[config.mk]
export PLATFORM = sky130hd
export DESIGN_NAME = sprite_anim_sequencer
export DESIGN_NICKNAME = d
export VERILOG_FILES = /design/src/rtl/sprite_anim_sequencer.sv
export SDC_FILE = /design/constraint.sdc
export NUM_CORES = 1
export LEC_CHECK = 0
export BUFFER_PORTS_ARGS = -buffer_cell sky130_fd_sc_hd__clkbuf_2
export CORE_ASPECT_RATIO = 1.25
export CORE_MARGIN = 2
export CORE_UTILIZATION = 53
export CTS_CLUSTER_DIAMETER = 200
export CTS_CLUSTER_SIZE = 14
export DETAILED_ROUTE_END_ITERATION = 16
export PLACE_DENSITY_LB_ADDON = 0.05
export SLEW_MARGIN = 0
export SYNTH_ARGS = -nofsm -noshare
export SYNTH_HDL_FRONTEND = slang
export SYNTH_SLANG_ARGS = --single-unit
[constraint.sdc]
create_clock -name vga_clk -period 6 [get_ports vga_clk]
set_input_delay 1.2 -clock vga_clk [delete_from_list [all_inputs] [get_ports vga_clk]]
set_output_delay 1.2 -clock vga_clk [all_outputs]
set_load 0.02 [all_outputs]
[src/rtl/sprite_anim_sequencer.sv]
// Sprite strip animation sequencer plus the registered per-pixel sprite ROM address.
// Optional build macro SPRITE_MIRROR_EN adds a per-pixel horizontal mirror input.
module sprite_anim_sequencer #(
    parameter int unsigned SPR_W       = 50,
    parameter int unsigned SPR_H       = 64,
    parameter int unsigned NUM_FRAMES  = 4,
    parameter int unsigned FRAME_TICKS = 8,
    parameter int unsigned ADDR_W      = 14,
    localparam int unsigned FIW        = (NUM_FRAMES > 1) ? $clog2(NUM_FRAMES) : 1
) (
    input  logic              vga_clk,
    input  logic              reset,
    input  logic [9:0]        DrawX,
    input  logic [9:0]        DrawY,
    input  logic              frame_start,
    input  logic              start,
    input  logic              stop,
    input  logic              loop,
    input  logic [9:0]        pos_x,
    input  logic [9:0]        pos_y,
`ifdef SPRITE_MIRROR_EN
    input  logic              mirror,
`endif
    output logic              busy,
    output logic              done,
    output logic [FIW-1:0]    frame_idx,
    output logic [ADDR_W-1:0] rom_address,
    output logic              in_sprite
);

    localparam int unsigned TW         = (FRAME_TICKS > 1) ? $clog2(FRAME_TICKS) : 1;
    localparam logic [TW-1:0]  TICK_LAST  = TW'(FRAME_TICKS - 1);
    localparam logic [FIW-1:0] FRAME_LAST = FIW'(NUM_FRAMES - 1);

    typedef enum logic [1:0] {StIdle, StArmed, StPlay, StHold} state_e;

    state_e         state_q, state_d;
    logic [FIW-1:0] frame_q, frame_d;
    logic [TW-1:0]  tick_q, tick_d;
    logic           done_q, done_d;

    always_ff @(posedge vga_clk) begin
        if (reset) begin
            state_q <= StIdle;
            frame_q <= '0;
            tick_q  <= '0;
            done_q  <= 1'b0;
        end else begin
            state_q <= state_d;
            frame_q <= frame_d;
            tick_q  <= tick_d;
            done_q  <= done_d;
        end
    end

    always_comb begin
        state_d = state_q;
        frame_d = frame_q;
        tick_d  = tick_q;
        done_d  = 1'b0;
        if (stop) begin
            state_d = StIdle;
            frame_d = '0;
            tick_d  = '0;
        end else begin
            case (state_q)
                StIdle: begin
                    frame_d = '0;
                    tick_d  = '0;
                    if (start) state_d = StArmed;
                end
                // frame_idx keeps its old value until playback actually begins
                StArmed: begin
                    if (frame_start) begin
                        state_d = StPlay;
                        frame_d = '0;
                        tick_d  = '0;
                    end
                end
                StPlay: begin
                    if (frame_start) begin
                        if (tick_q != TICK_LAST) begin
                            tick_d = tick_q + 1'b1;
                        end else begin
                            tick_d = '0;
                            if (frame_q != FRAME_LAST) begin
                                frame_d = frame_q + 1'b1;
                            end else if (loop) begin
                                frame_d = '0;
                            end else begin
                                state_d = StHold;
                                done_d  = 1'b1;
                            end
                        end
                    end
                end
                StHold: begin
                    if (start) state_d = StArmed;
                end
                default: state_d = StIdle;
            endcase
        end
    end

    always_comb begin
        busy      = (state_q == StArmed) || (state_q == StPlay);
        done      = done_q;
        frame_idx = frame_q;
    end

    logic [9:0]        dx, dy;
    logic [10:0]       x_end, y_end;
    logic              hit;
    logic [ADDR_W-1:0] col, addr_d;
    logic [ADDR_W-1:0] addr_q;
    logic              in_q;

    // 11-bit bounds so a sprite near the right/bottom edge never wraps to column 0
    always_comb begin
        dx    = DrawX - pos_x;
        dy    = DrawY - pos_y;
        x_end = {1'b0, pos_x} + 11'(SPR_W);
        y_end = {1'b0, pos_y} + 11'(SPR_H);
        hit   = (DrawX >= pos_x) && ({1'b0, DrawX} < x_end) &&
                (DrawY >= pos_y) && ({1'b0, DrawY} < y_end);
        col   = ADDR_W'(dx);
`ifdef SPRITE_MIRROR_EN
        if (mirror) col = ADDR_W'(SPR_W - 1) - ADDR_W'(dx);
`endif
        addr_d = '0;
        if (hit) begin
            addr_d = ADDR_W'(frame_q) * ADDR_W'(SPR_W * SPR_H)
                   + ADDR_W'(dy) * ADDR_W'(SPR_W) + col;
        end
    end

    always_ff @(posedge vga_clk) begin
        if (reset) begin
            addr_q <= '0;
            in_q   <= 1'b0;
        end else begin
            addr_q <= addr_d;
            in_q   <= hit;
        end
    end

    assign rom_address = addr_q;
    assign in_sprite   = in_q;

endmodule

==> Yosys cells after proc, flatten, opt, wreduce, memory -nomap -nowiden <==
Index checks and enable logic that the tools add are counted.
{ "classes": {"n_eq_ne": 12, "mul": 2, "n_reduce_logical": 13, "muxes": 18, "add_sub_neg": 8, "n_lt_le_gt_ge": 4, "n_bitwise": 3} }
{ "op_table": {"columns": ["op", "count"], "rows": [
  ["$lt 10x11->1", 2],
  ["$mux 2", 11],
  ["$ge 10x10->1", 2],
  ["$sub 10x10->10", 2],
  ["$add 14x10->14", 1],
  ["$add 14x14->14", 1],
  ["$mul 10x5->13 const B", 1],
  ["$ne 2x2->1 const B", 6],
  ["$pmux 2 s3", 2],
  ["$add 10x6->11 const B", 1],
  ["$add 10x7->11 const B", 1],
  ["$mux 3", 3],
  ["$pmux 3 s3", 1],
  ["$mul 2x5->7 const B", 1],
  ["$ne 3x3->1 const B", 2],
  ["$reduce_and 6->1", 1],
  ["$reduce_or 2->1", 3],
  ["$reduce_or 6->1", 1],
  ["$reduce_and 5->1", 1],
  ["$eq 2x2->1 const B", 2],
  ["$add 3x1->3 const B", 1],
  ["$logic_and 1x1->1", 3],
  ["$not 1->1", 3],
  ["$reduce_and 3->1", 1],
  ["other kinds (7)", 7]
]} }
{ "word_totals": {"inputBits": 46, "output_inout_bits": 19, "ff_bits": 23} }

==> Depth between registers and ports, before layout <==
{ "depth": {"depth_word": 7, "mapped_depth": 25, "mapped_depth_nobuf": 25} }

==> Worst setup path after synthesis <==
Ideal clock, no wire load.
{ "synth_timing": {"path_type": "input to register", "start": "input DrawY[0]", "end": "register addr_q[13] (netlist: rom_address[13])", "cell_stages": 24, "arrival_ps": 6249, "setup_ps": 62, "required_ps": 5938, "setup_slack_ps": -311, "path_buffers": 0, "cell_sequence": "inv_1 -> ha_1 -> fa_1 -> nand2b_2 -> a21oi_4 -> a21oi_1 -> o21ai_0 -> xor2_1 -> ha_1 -> ha_1 -> inv_1 -> fa_1 -> inv_1 -> ha_1 -> and3_1 -> a211oi_1 -> xnor2_1 -> ha_1 -> ha_1 -> or3_1 -> o21ai_0 -> a31o_2 -> xnor3_1 -> nor2_2"} }
{ "synth_via": {"elab_chain_cells": 5, "word_cells_on_any_way": 10, "classes_between": "add/sub (3); mul (1); order compare (2); bitwise (1); reduce/logical (3)"} }
{ "synth_rtl": {"columns": ["item", "line", "text"], "rows": [
  ["start, declared", "14", "input logic [9:0] DrawY,"],
  ["parallel branches: the longest is 5 deep, another holds $add 14x14->14", null, null],
  ["end signal, assigned", "142", "addr_q <= addr_d;"],
  ["end, declared", "115", "logic [ADDR_W-1:0] addr_q;"]
]} }
Parallel ways; which one is timed is not known.
A chain may end at the register's enable or synchronous reset.

==> Final worst setup path <==
Ends and elaborated chain as after synthesis.

==> results.py <==
metrics = {
    "logic_synthesis": {
        "yosys-top-cells-count": "91 x ha_1, 76 x inv_1, 29 x a21oi_1",
        "yosysWarnings": 0,
        "yosysTopAreaCell": "ha_1",
        "syn-num-nets": 599,
        "syn_avg_cell_area_sq_um": 8.210,
        "synth.most_common_cell": "ha_1",
        "synthDistinctLibCells": 50,
        "synth-seq-area-share_pct": 12.41,
        "synth_area_sq_um": 3711,
        "ys.flop_type": "dfxtp_1",
        "postSynthCellCount": 452,
        "synth_edf_count": 0,
        "synth_area_leaders": "ha_1 31%, dfxtp_1 12%, inv_1 7.7%",
        "synth_top_area_share_pct": 30.68,
        "synthArstFlopShare_pct": 0,
        "ys_seq_elements": 23,
    },
    "timing": {
        "rsz0062_at_grt": "no",
        "tns_ns": 0,
        "slew_violations": 0,
        "hold_viol": 0,
        "period_share_pct": 96.23,
        "slew_headroom_pct": 49.43,
        "period_minus_slack_ns": 5.774,
        "fmax_ghz": 0.1732,
        "fin_worst_skew_ns": 0.001327,
        "setup-violations-final": 0,
        "worst_slew_pin_slew_ns": 0.7586,
    },
    "setup_path": {
        "ff2ff_path_depth": 9,
        "start_kind": "input port",
        "cp_slowest_cell": "fa_1",
        "cp.required_ns": 6.21,
        "crit_family": "adder cells",
        "path_max_fanout": 4,
        "slowest_delay_ns": 0.49,
        "r2r_start": "frame_idx[0]$_SDFFE_PP0P_",
        "r2r-end": "rom_address[12]$_SDFF_PP0_",
        "end_kind": "register",
        "reg2reg_slack_ns": 3.47,
        "crit_start": "DrawY[0]",
        "path_class": "input port to register",
        "crit_cells": 25,
        "path_buf_inv": 4,
        "endpoint": "rom_address[13]$_SDFF_PP0_",
        "worst_ep_arrival_time_ns": 5.99,
    },
    "drt": {
        "first_pass_iters": 4,
        "drc": 0,
        "vias_per_cell": 5.174,
        "wl_per_cell_microns": 11.74,
        "ant_nets": 0,
        "drt-initial-drc-count": 66,
        "vias": 3275,
        "finalWirelength_microns": 7430,
    },
    "pwr": {
        "p_seq_share_pct": 6.7,
        "netSwitchingPower_w": 0.001139,
        "p_int_w": 0.001355,
        "comb_power_share_pct": 89.1,
        "irDropWorstVdd_v": 0.0005822,
        "p_leak_nw": 2.373,
        "p_sw_share_pct": 45.65,
        "power_density_nw_per_um2": 565.1,
        "power.share.clock_pct": 4.2,
    },
    "cells_and_area": {
        "multi_input_area_sq_um": 2975,
        "drive_gt1_share_pct": 22.47,
        "nNetsFinal": 691,
        "seq_area_sq_um": 460.4,
        "nFillCells": 678,
        "final_core_util_pct": 64.03,
        "area_growth_syn_to_layout_pct": 18.91,
        "diodes": 0,
    },
    "run": {
        "drv_cap": 0,
    },
    "grt": {
        "track_usage_pct": 19.69,
        "grt_pass1_wl_microns": 12700,
        "grt_pass1_vias": 3106,
        "antenna_found_initial": 0,
        "grt-ovfl-total": 0,
        "grt_max_degree": 16,
    },
    "floorplanning": {
        "floorplan.rows": 34,
        "dieArea_sq_um": 7692,
        "core_area_sq_um": 6892,
        "die_w_microns": 78.85,
        "dieHeight_microns": 97.56,
        "io_pins": 65,
        "initial_core_util_pct": 53.85,
    },
    "clock_tree": {
        "ctsResizeCount": 0,
        "cts_hold_buf": 0,
        "clock-sinks": 23,
        "insertion_delay_ns": 0.27,
        "post_cts_buffers": 0,
        "clkSlewWorstSetupHoldPaths_ns": 0.09,
        "cts.htree.levels": 1,
        "cts_root_buf": "clkbuf_8",
        "tritoncts.num_buffers": 3,
        "cts_tree": "yes",
        "cts.path.max_buffers": 2,
    },
    "placed_design": {
        "dp_hpwl_microns": 6520,
        "gp_congestion": 0.8837,
        "port_buffers": 64,
    },
    "min_path": {
        "hold_depth": 2,
        "hp-class": "register to register",
    },
    "run_status": {
        "status": "finished, final reports clean",
    },
}
## power groups by stage
stage / sequential (W) / clock (W) / combinational (W)
6_report: 0.000168 / 0.000104 / 0.00222
5_1_grt: 0.000169 / 0.000115 / 0.00251
4_1_cts: 0.000168 / 0.000110 / 0.00223
3_5_place_dp: 0.000172 / 0 / 0.00220
3_3_place_gp: 0.000172 / 0 / 0.00215
2_1_floorplan: 0.000184 / 0 / 0.00154
## layout make-up
class,instances,area share [%]
Multi-Input combinational cell,348,67.42
Timing Repair Buffer,92,12.02
Sequential cell,23,10.43
Inverter,76,6.464
Tap cell,90,2.552
Clock buffer,3,0.9356
Clock inverter,1,0.1701
## worst min path at each step
stage | slack (ns) | start | endpoint
6_report | 0.51 | tick_q[2]$_SDFFE_PP0P_ | tick_q[2]$_SDFFE_PP0P_
5_1_grt | 0.55 | tick_q[2]$_SDFFE_PP0P_ | tick_q[2]$_SDFFE_PP0P_
4_1_cts | 0.52 | tick_q[1]$_SDFFE_PP0P_ | tick_q[1]$_SDFFE_PP0P_
3_5_place_dp | 0.49 | tick_q[1]$_SDFFE_PP0P_ | tick_q[1]$_SDFFE_PP0P_
3_3_place_gp | 0.48 | tick_q[1]$_SDFFE_PP0P_ | tick_q[1]$_SDFFE_PP0P_
2_1_floorplan | 0.46 | tick_q[1]$_SDFFE_PP0P_ | tick_q[1]$_SDFFE_PP0P_
## cells by family after synthesis
group,count (synthesis),share of synthesized area (%)
AO/OA/AOI/OAI,97,17.16
XOR/XNOR,42,10.65
adder cells (fa/ha/maj),101,36.08
buffers and inverters,81,8.968
flip-flops,23,12.41
multiplexers,1,0.2697
AND/OR/NAND/NOR,107,14.46
## cells in the final DEF (no fill, tap or decap), types with 16 or more instances in the layout
cell type   n
a21oi_1    27
clkbuf_2   64
buf_4      28
nor2_1     27
dfxtp_1    23
xnor2_1    25
nand2_1    25
inv_1      76
ha_1       88
o21ai_0    16
## worst min-delay path, cell delays in order, from the launching register on
cell     delay (ns)
dfxtp_1        0.35
a21oi_1        0.06
nor2_1         0.07
## registers in the layout, summed over array words and instances, names as in the netlist
name and cells:
done 1, frame_idx 2, in_sprite 1, rom_address 14
state_q 2, tick_q 3
## routing by layer
| layer | up-vias | wire (microns) | track usage [%] |
|---|---|---|---|
| li1 | 1730 | - | - |
| met1 | 1475 | 3266 | 23.98 |
| met4 | 0 | 133 | 5.968 |
| met5 | - | 0 | 0 |
| met2 | 60 | 3849 | 36.42 |
| met3 | 10 | 180 | 1.301 |
## per-stage QoR
| stage | setup WS, ns | instances | area (sq um) | total power (W) | hold slack [ns] |
|---|---|---|---|---|---|
| after floorplan | 0.003087 | 452 | 3744 | 0.001729 | 0.4585 |
| after CTS | 0.05644 | 633 | 4388 | 0.002505 | 0.5183 |
| final | 0.2260 | 633 | 4413 | 0.002494 | 0.5133 |
| after global routing | 0.0005769 | 633 | 4413 | 0.002795 | 0.5531 |
| after detailed placement | -0.2266 | 629 | 4339 | 0.002377 | 0.4949 |
| after global placement | -0.1403 | 629 | 4339 | 0.002322 | 0.4767 |
(Power assumes the default switching activity.)
